<file path="config.mk">
export PLATFORM = sky130hd
export DESIGN_NAME = scope_capture_buffer_flat
export DESIGN_NICKNAME = d
export VERILOG_FILES = /design/src/rtl/scope_capture_buffer_if.sv /design/src/rtl/scope_capture_buffer.sv /design/src/flat_wrapper.sv
export SDC_FILE = /design/constraint.sdc
export NUM_CORES = 2
export LEC_CHECK = 0
export ABC_AREA = 1
export BUFFER_PORTS_ARGS = -buffer_cell sky130_fd_sc_hd__buf_2
export CAP_MARGIN = 40
export CELL_PAD_IN_SITES_DETAIL_PLACEMENT = 1
export CELL_PAD_IN_SITES_GLOBAL_PLACEMENT = 1
export CORE_UTILIZATION = 47
export CTS_CLUSTER_SIZE = 30
export DETAILED_ROUTE_END_ITERATION = 8
export PLACE_DENSITY_LB_ADDON = 0.1
export SKIP_LAST_GASP = 1
export SYNTH_ARGS = -nofsm -noshare
export SYNTH_HDL_FRONTEND = slang
export SYNTH_SLANG_ARGS = --single-unit
export TNS_END_PERCENT = 30
</file>
<file path="constraint.sdc">
create_clock -name clk -period 2.15 [get_ports clk]
set_input_delay 0.215 -clock clk [delete_from_list [all_inputs] [get_ports clk]]
set_output_delay 0.215 -clock clk [all_outputs]
set_load 0.01 [all_outputs]
</file>
<file path="src/rtl/scope_capture_buffer_if.sv">
// Byte stream from the capture buffer to the UART transmitter.
// A byte transfers on a cycle where tx_valid and tx_ready are both high; once
// tx_valid rises, tx_data and tx_valid hold until that transfer happens.
interface scope_capture_buffer_if #(
  parameter int DATA_W = 8
);
  logic [DATA_W-1:0] tx_data;
  logic              tx_valid;
  logic              tx_ready;

  modport master (output tx_data, output tx_valid, input tx_ready);
  modport slave  (input tx_data, input tx_valid, output tx_ready);
endinterface

</file>
<file path="src/rtl/scope_capture_buffer.sv">
// Armed circular sample capture with level-crossing trigger; after the post-trigger
// window fills, streams header + DEPTH samples in time order to the UART.
module scope_capture_buffer #(
  parameter int               DATA_W  = 8,
  parameter int               DEPTH   = 256,
  parameter int               ADDR_W  = 8,
  parameter int               PRETRIG = 32,
  parameter logic [DATA_W-1:0] HEADER = 8'hA5
) (
  input  logic                clk,
  input  logic                rst_n,
  input  logic [DATA_W-1:0]   sample_in,
  input  logic                sample_valid,
  input  logic                arm,
  input  logic [DATA_W-1:0]   trig_level,
  input  logic                trig_rising,
  input  logic                force_trig,
  scope_capture_buffer_if.master tx,
  output logic                busy,
  output logic                done,
  output logic [2:0]          dbg_state
);

  typedef enum logic [2:0] {
    S_IDLE = 3'd0,
    S_PRE  = 3'd1,
    S_WAIT = 3'd2,
    S_POST = 3'd3,
    S_DUMP = 3'd4
  } state_t;

  localparam logic [ADDR_W-1:0] PRE_LAST  = ADDR_W'(PRETRIG - 1);
  localparam logic [ADDR_W-1:0] PRE_OFS   = ADDR_W'(PRETRIG);
  localparam logic [ADDR_W:0]   POST_LAST = (ADDR_W+1)'(DEPTH - PRETRIG);
  localparam logic [ADDR_W:0]   LAST_BYTE = (ADDR_W+1)'(DEPTH);

  state_t              state_q, state_d;
  logic [ADDR_W-1:0]   wr_ptr_q, wr_ptr_d;
  logic [ADDR_W-1:0]   rd_ptr_q, rd_ptr_d;
  logic [ADDR_W-1:0]   pre_cnt_q, pre_cnt_d;
  logic [ADDR_W:0]     post_cnt_q, post_cnt_d;
  logic [ADDR_W:0]     byte_cnt_q, byte_cnt_d;
  logic [DATA_W-1:0]   prev_q, prev_d;
  logic                prev_ok_q, prev_ok_d;
  logic [DATA_W-1:0]   level_q, level_d;
  logic                rising_q, rising_d;
  logic                force_q, force_d;
  logic [DATA_W-1:0]   tx_data_q, tx_data_d;
  logic                tx_valid_q, tx_valid_d;
  logic                done_q, done_d;
  logic                rd_pend_q, rd_pend_d;
  logic                mem_we;
  logic                enter_dump;
  logic                hit;

  logic [DATA_W-1:0]   mem [DEPTH];
  logic [DATA_W-1:0]   rd_data_q;

  always_comb begin
    state_d    = state_q;
    wr_ptr_d   = wr_ptr_q;
    rd_ptr_d   = rd_ptr_q;
    pre_cnt_d  = pre_cnt_q;
    post_cnt_d = post_cnt_q;
    byte_cnt_d = byte_cnt_q;
    prev_d     = prev_q;
    prev_ok_d  = prev_ok_q;
    level_d    = level_q;
    rising_d   = rising_q;
    force_d    = force_q;
    tx_data_d  = tx_data_q;
    tx_valid_d = tx_valid_q;
    done_d     = 1'b0;
    rd_pend_d  = 1'b0;
    mem_we     = 1'b0;
    enter_dump = 1'b0;
    hit        = 1'b0;

    case (state_q)
      S_IDLE: begin
        if (arm) begin
          state_d    = S_PRE;
          level_d    = trig_level;
          rising_d   = trig_rising;
          wr_ptr_d   = '0;
          pre_cnt_d  = '0;
          post_cnt_d = '0;
          prev_ok_d  = 1'b0;
          force_d    = 1'b0;
        end
      end
      S_PRE: begin
        if (sample_valid) begin
          mem_we    = 1'b1;
          pre_cnt_d = pre_cnt_q + 1'b1;
          if (pre_cnt_q == PRE_LAST) state_d = S_WAIT;
        end
      end
      S_WAIT: begin
        if (force_trig) force_d = 1'b1;
        if (sample_valid) begin
          mem_we = 1'b1;
          if (rising_q) hit = (prev_q < level_q) && (sample_in >= level_q);
          else          hit = (prev_q > level_q) && (sample_in <= level_q);
          hit = prev_ok_q && (hit || force_trig || force_q);
          if (hit) begin
            force_d    = 1'b0;
            post_cnt_d = (ADDR_W+1)'(1);
            // Oldest kept sample sits PRETRIG slots behind the trigger write.
            rd_ptr_d   = wr_ptr_q - PRE_OFS;
            if (POST_LAST == (ADDR_W+1)'(1)) enter_dump = 1'b1;
            else                              state_d    = S_POST;
          end
        end
      end
      S_POST: begin
        if (sample_valid) begin
          mem_we     = 1'b1;
          post_cnt_d = post_cnt_q + 1'b1;
          if (post_cnt_d == POST_LAST) enter_dump = 1'b1;
        end
      end
      S_DUMP: begin
        // rd_data_q holds the byte fetched on the cycle of the last handshake.
        if (rd_pend_q) begin
          tx_data_d  = rd_data_q;
          tx_valid_d = 1'b1;
        end
        if (tx_valid_q && tx.tx_ready) begin
          tx_valid_d = 1'b0;
          if (byte_cnt_q == LAST_BYTE) begin
            done_d  = 1'b1;
            state_d = S_IDLE;
          end else begin
            byte_cnt_d = byte_cnt_q + 1'b1;
            rd_ptr_d   = rd_ptr_q + 1'b1;
            rd_pend_d  = 1'b1;
          end
        end
      end
      default: state_d = S_IDLE;
    endcase

    if (mem_we) begin
      wr_ptr_d  = wr_ptr_q + 1'b1;
      prev_d    = sample_in;
      prev_ok_d = 1'b1;
    end
    if (enter_dump) begin
      state_d    = S_DUMP;
      byte_cnt_d = '0;
      tx_data_d  = HEADER;
      tx_valid_d = 1'b1;
    end
  end

  always_ff @(posedge clk or negedge rst_n) begin
    if (!rst_n) begin
      state_q    <= S_IDLE;
      wr_ptr_q   <= '0;
      rd_ptr_q   <= '0;
      pre_cnt_q  <= '0;
      post_cnt_q <= '0;
      byte_cnt_q <= '0;
      prev_q     <= '0;
      prev_ok_q  <= 1'b0;
      level_q    <= '0;
      rising_q   <= 1'b0;
      force_q    <= 1'b0;
      tx_data_q  <= '0;
      tx_valid_q <= 1'b0;
      done_q     <= 1'b0;
      rd_pend_q  <= 1'b0;
    end else begin
      state_q    <= state_d;
      wr_ptr_q   <= wr_ptr_d;
      rd_ptr_q   <= rd_ptr_d;
      pre_cnt_q  <= pre_cnt_d;
      post_cnt_q <= post_cnt_d;
      byte_cnt_q <= byte_cnt_d;
      prev_q     <= prev_d;
      prev_ok_q  <= prev_ok_d;
      level_q    <= level_d;
      rising_q   <= rising_d;
      force_q    <= force_d;
      tx_data_q  <= tx_data_d;
      tx_valid_q <= tx_valid_d;
      done_q     <= done_d;
      rd_pend_q  <= rd_pend_d;
    end
  end

  always_ff @(posedge clk) begin
    if (mem_we) mem[wr_ptr_q] <= sample_in;
    rd_data_q <= mem[rd_ptr_q];
  end

  assign tx.tx_data  = tx_data_q;
  assign tx.tx_valid = tx_valid_q;
  assign busy        = (state_q != S_IDLE);
  assign done        = done_q;
  assign dbg_state   = state_q;

endmodule

</file>
<file path="src/flat_wrapper.sv">
// flat-port wrapper written by rule: the top's interface ports become plain ports
module scope_capture_buffer_flat 
#(
  parameter int               DATA_W  = 8,
  parameter int               DEPTH   = 256,
  parameter int               ADDR_W  = 8,
  parameter int               PRETRIG = 32,
  parameter logic [DATA_W-1:0] HEADER = 8'hA5
)
  (clk, rst_n, sample_in, sample_valid, arm, trig_level, trig_rising, force_trig, busy, done, dbg_state, tx_tx_data, tx_tx_valid, tx_tx_ready);
  scope_capture_buffer_if #(.DATA_W(DATA_W)) tx_i ();
  input  logic clk;
  input  logic rst_n;
  input  logic [DATA_W-1:0] sample_in;
  input  logic sample_valid;
  input  logic arm;
  input  logic [DATA_W-1:0] trig_level;
  input  logic trig_rising;
  input  logic force_trig;
  output logic busy;
  output logic done;
  output logic [2:0] dbg_state;
  output wire logic [$bits(tx_i.tx_data)-1:0] tx_tx_data;
  output wire logic [$bits(tx_i.tx_valid)-1:0] tx_tx_valid;
  input wire logic [$bits(tx_i.tx_ready)-1:0] tx_tx_ready;
  assign tx_tx_data = tx_i.tx_data;
  assign tx_tx_valid = tx_i.tx_valid;
  assign tx_i.tx_ready = tx_tx_ready;
  scope_capture_buffer #(.DATA_W(DATA_W), .DEPTH(DEPTH), .ADDR_W(ADDR_W), .PRETRIG(PRETRIG), .HEADER(HEADER)) u_core (.clk(clk), .rst_n(rst_n), .sample_in(sample_in), .sample_valid(sample_valid), .arm(arm), .trig_level(trig_level), .trig_rising(trig_rising), .force_trig(force_trig), .tx(tx_i), .busy(busy), .done(done), .dbg_state(dbg_state));
endmodule
</file>
Yosys cells after proc, flatten, opt, wreduce, memory -nomap -nowiden
Memory sizes are Yosys's and may differ from the RTL's. A register that Yosys moved wholly into a read port is not among the register bits.
Index checks and enable logic that the tools add are counted.
{"block": "totals", "ff_bits": 75, "latch_bits": 0, "ram_bits": 2048, "mem_bits_ro": 0, "wordCells": 136, "memories": 1}
{"name": "u_core.mem", "words": 256, "width": 8, "read_ports": 1, "rd_clocked_by_memory_dff": 1, "write_ports": 1, "line_no": "scope_capture_buffer.sv:56", "source": "logic [DATA_W-1:0] mem [DEPTH];"}
{"block": "classes", "n_addsub": 6, "multipliers": 0, "div_mod_pow": 0, "order_cmp": 4, "n_eq_ne": 23, "shifts": 0, "mux": 58, "n_bitwise": 0, "n_reduce_logical": 29}
{"op": "8-bit two-way mux", "n": 11}
{"op": "9-bit two-way mux", "n": 8}
{"op": "8-bit case mux with 2 select lines", "n": 2}
{"op": "9-bit case mux with 3 select lines", "n": 1}
{"op": "1-bit two-way mux", "n": 26}
{"op": "8-bit by 1-bit adder with 8-bit output, second input constant", "n": 3}
{"op": "3-bit two-way mux", "n": 8}
{"op": "9-bit by 1-bit adder with 9-bit output, second input constant", "n": 2}
{"op": "2-bit nonzero test", "n": 8}
{"op": "3-bit case mux with 5 select lines", "n": 1}
{"op": "3-bit by 1-bit != test with 1-bit output, second input constant", "n": 4}
{"op": "2-bit != test, second input constant", "n": 5}
{"op": "2-bit AND reduction", "n": 5}
{"op": "5-bit AND reduction", "n": 2}
{"op": "9-bit by 8-bit equality test with 1-bit output, second input constant", "n": 1}
{"op": "9-bit equality test, second input constant", "n": 1}
{"op": "3-bit by 2-bit != test with 1-bit output, second input constant", "n": 3}
{"op": "3-bit nonzero test", "n": 3}
{"op": "8-bit by 5-bit equality test with 1-bit output, second input constant", "n": 1}
{"op": "8-bit greater-or-equal comparator", "n": 1}
{"op": "8-bit greater-than comparator", "n": 1}
{"op": "8-bit <= comparator", "n": 1}
{"op": "8-bit less-than comparator", "n": 1}
{"op": "2-bit by 1-bit != test with 1-bit output, second input constant", "n": 4}
{"op": "11 further kinds", "n": 17}

Depth between registers and ports, before layout
{"block": "depth", "word_depth": 12, "ltp_mapped": 19, "depth_no_buf": 17}

Worst setup path after synthesis
No wires, ideal clock.
{"block": "synth_path", "path_type": "reg-to-reg", "from": "register u_core.state_q[2] (netlist: u_core.dbg_state[2])", "to": "memory u_core.mem[176][0], enable pin", "arrival_time_ns": 1.971, "t_required_ns": 1.780, "path_slack_ns": -0.192, "path_stages_with_launch": 7, "period_less_slack_ns": 2.342, "path_cell_list": "dfrtp_1 > buf_2 > nor3_1 > buf_2 > nand2_1 > clkbuf_1 > nor2_1"}
{"block": "synth_between", "elab_chain_len": 5, "elab_cells_between_ends": 7, "classes_between": "3 x eq/ne; 3 x mux; 1 x reduce/logical"}
{"item": "from (decl)", "line_no": "scope_capture_buffer.sv:37", "source": "state_t state_q, state_d;"}
{"item": "from (signal assigned)", "line_no": "scope_capture_buffer.sv:175", "source": "state_q <= state_d;"}
{"item": "3-bit by 1-bit equality test with 1-bit output / 3-bit by 2-bit equality test with 1-bit output (equally long branches)", "line_no": "scope_capture_buffer.sv:79", "source": "case (state_q)"}
{"item": "3-bit OR reduction (no source line) (*)"}
{"item": "1-bit two-way mux (*)"}
{"item": "1-bit two-way mux (*)", "line_no": "scope_capture_buffer.sv:194", "source": "if (mem_we) mem[wr_ptr_q] <= sample_in;"}
{"item": "1-bit two-way mux (not written as such) (*)", "line_no": "scope_capture_buffer.sv:194"}
{"item": "to (decl)", "line_no": "scope_capture_buffer.sv:56"}
Mark *: on every way between the ends. The rest lies on a longest branch, timed or not.

==> metrics.md <==
| Metric | Value |
|---|---|
| Clock Skew | about 0.040 ns |
| Seq/Total Area, Yosys | 0.7270 |
| Worst Path Required | ~2.9 ns |
| Drt wl/cell | between 20 and 30 um |
| Core Box Area | ~0.18 sq mm |
| Final hold violations | 0 |
| # IOs | 37 |
| Setup crit start | u_core.rd_ptr_q[0] |
| Warnings from Yosys | 0 |
| Drt first pass iters | 5 |
| CTS clk-pin slew, worst paths | 0.06 ns |
| Final period util | 1.205 |
| H-tree depth | 4 |
| CTS Buf Count | 220 |
| Post-DP HPWL | ~180000 um |
| Largest net degree at the start of global routing | roughly 150 |
| Drt via density | slightly below 6 |
| Initial core utilization | 0.4753 |
| Register area | 0.06355 sq mm |
| Pre-CTS setup slack | -0.7519 ns |
| Leakage | ~38 nW |
| Clk Latency, worst-skew pair | 0.85 ns |
| Rel. slew slack | 0.3001 |
| RSZ-0062 raised after global routing | true |
| Final Critical Period | between 2 and 3 ns |
| GRT overflow | 0 |
| Reg-to-reg startpoint | u_core.rd_ptr_q[0] |
| Via Count | 62730 |
| # DRC | 0 |
| Peak supply drop | roughly 850 uV |
| Fill cells | approximately 19000 |
| WS Path Type | reg -> reg |
| Top_reg_cell synth | edfxtp_1 |
| Routed Antenna Nets | 0 |
| Count of clock tree sinks | between 2000 and 2500 |
| Max-slew violations | 0 |
| Most frequent cells in the layout | 2048 x edfxtp_1, 1851 x nor2_1, 839 x o21ai_0, 746 x nand2_1, 623 x buf_4 |
| Initial antenna violation count | 2 |
| GRT Total Usage | 0.3085 |
| Share of layout cells above drive strength 1 | 0.1823 |
| PD cells | approximately 1200 mW/mm^2 |
| EDFF count, synth | roughly 2000 |
| Final setup margin | -0.4415 ns |
| Starting DRT DRC Count | 6600 |
| First-pass GRT wire length | between 400000 and 500000 um |
| Total power | between 0.1 and 0.15 W |
| Post-Route WL | between 200000 and 300000 um |
| Status | complete, but fails checks |
| Cell Rows | between 150 and 200 |
| Clk root buf | clkbuf_16 |
| Max frequency | 0.3859 GHz |
| Vias in the first global route | around 65000 |
| Syn_area_per_cell | ~12 sq um |
| Die area | around 0.19 sq mm |
| Synth Net Count | ~7500 |
| Worst path arrival time | around 3.3 ns |
| CTS tree | built |
| Setup total negative slack | -2.964 ns |
| Element type at the critical path end | flop |
| Failing checks | setup timing |
| Mapped cell area | between 0.08 and 0.09 sq mm |
| Max-cap violations | 0 |
| Syn Inst Count | between 7000 and 8000 |
| Hold WS | 0.09509 ns |
| Final setup viols | 11 |
| GP Congestion | 0.8753 |
| I/O Buffers | 36 |
| Crit start category | flop |
| Clock Path Buffers | 3 |
| FFs w/ async S/R, synth | 0.03519 |
| Worst Max-Slew Pin Slew | 1.050 ns |
| Distinct cells, synth | 37 |
| Syn-to-layout area delta | 21.76% |
| Maximum fanout along the worst path | 24 |
| Die height | about 430 um |
| Total Nets Final | between 8000 and 9000 |
| Die X-Extent | ~430 um |
| Synth Register Bits | between 2000 and 2500 |
| Worst hold start | sample_in[4] |
| Commonest non-fill, non-tap cell in the layout | edfxtp_1 |
| HP Class | in -> reg |
| Area of the multi-input gates | 0.02219 sq mm |
==> final timing paths <==
kind                                   endpoint  slack [ns]  cells after the start
min                          u_core.mem[168][4]         0.1                      3
max                         u_core.rd_data_q[6]       -0.44                     12
min in group asynchronous  u_core.byte_cnt_q[7]        0.62                      4
max in group asynchronous    u_core.rd_ptr_q[0]        1.24                      4
max reg2reg                 u_core.rd_data_q[6]       -0.44                     12
min reg2reg                    u_core.prev_q[4]        0.48                      2
==> kinds of logic (layout without fill, tap and decap cells) <==
logic type,Yosys count,in the layout,synth area share
muxes,1,1,0.0001145
and+or+nand+nor,3218,3219,0.1449
AOI/OAI and AO/OA,1442,1444,0.08887
DFF,2131,2131,0.7270
other,0,1,0
xor gates and xnor gates,6,6,0.0006013
buffers and inverters,660,1489,0.03452
adders and majority gates,28,28,0.004009
==> Yosys cell counts, types with 4 or more instances <==
| cell type | count | area (sq um) |
|---|---|---|
| edfxtp_1 | 2048 | 61500 |
| nor2_1 | 1926 | 7229 |
| o21ai_0 | 944 | 4725 |
| nand2_1 | 847 | 3179 |
| nand3_1 | 416 | 2082 |
| clkbuf_1 | 223 | 837.1 |
| inv_1 | 177 | 664.4 |
| o211ai_1 | 168 | 1261 |
| buf_2 | 141 | 705.7 |
| o21ai_1 | 123 | 615.6 |
| a21oi_1 | 114 | 570.6 |
| o22ai_1 | 78 | 488.0 |
| dfrtp_1 | 75 | 1877 |
| buf_4 | 56 | 420.4 |
| buf_1 | 34 | 127.6 |
| ha_1 | 28 | 350.3 |
| buf_6 | 20 | 225.2 |
| nor3_1 | 13 | 65.06 |
| nand4_1 | 10 | 62.56 |
| a31oi_1 | 8 | 50.05 |
| dfxtp_1 | 8 | 160.2 |
| clkinv_1 | 5 | 18.77 |
| xor2_1 | 4 | 35.03 |
==> area by class of cell <==
| type | count | share of cell area |
|---|---|---|
| antenna | 1 | 0.00002352 |
| clock buffer | 275 | 0.05515 |
| clock inverter | 127 | 0.01232 |
| inverter | 186 | 0.006984 |
| multi-input combinational | 4698 | 0.2085 |
| sequential | 2131 | 0.5973 |
| tap | 2464 | 0.02897 |
| timing repair buffer | 898 | 0.09044 |
| timing repair inverter | 3 | 0.0003410 |
==> per-layer routing <==
layer	up-vias	track usage	share of wire	wire length, um
met5	-	0	0	0
met4	0	0.1042	0.035	10340
met3	468	0.04347	0.064	18640
met2	2152	0.5139	0.49	143100
met1	32390	0.4159	0.41	121500
li1	27720	-	-	-
==> state kept, by name, summed over array words and instances (netlist names) <==
signal / cells
u_core.prev_ok_q: 1
u_core.tx.tx_data: 8
u_core.mem: 2048
u_core.rising_q: 1
u_core.force_q: 1
u_core.post_cnt_q: 9
u_core.rd_ptr_q: 8
u_core.rd_pend_q: 1
u_core.prev_q: 8
u_core.rd_data_q: 8
u_core.done: 1
u_core.level_q: 8
u_core.dbg_state: 3
u_core.tx.tx_valid: 1
u_core.byte_cnt_q: 9
u_core.wr_ptr_q: 8
u_core.pre_cnt_q: 8
==> power breakdown <==
group	leakage, nW	internal (W)	switching, W
Sequential	19.4	0.0461	0.000628
Clock	3.49	0.0223	0.0163
Combinational	15.0	0.0145	0.0262
==> repair_timing <==
action,4_1_cts,5_1_grt
setup buffers,23,21
gates cloned,24,10
hold buffers,23,0
hold endpoints to repair,174,0
pin swaps,54,97
setup endpoints to repair,30,331
resized for setup,244,300
==> stage by stage <==
stage,cells,util,cell area [sq um]
2_1_floorplan,7486,-,87420
3_3_place_gp,10280,0.5220,95980
3_5_place_dp,10280,0.5223,96030
4_1_cts,10750,0.5724,105200
5_1_grt,10780,0.5787,106400
6_report,10780,0.5787,106400
==> critical path, stage by stage (launching register included) <==
cell	delay [ns]
dfrtp_4	0.47
buf_12	0.20
inv_16	0.09
buf_12	0.18
bufbuf_16	0.31
o21ai_0	0.25
nand3_1	0.13
nand3_2	0.12
nand2_2	0.11
a21oi_4	0.27
nand3_2	0.14
nand3_2	0.10
nand2_2	0.06
Note: power is estimated with default switching activity, not from simulation.
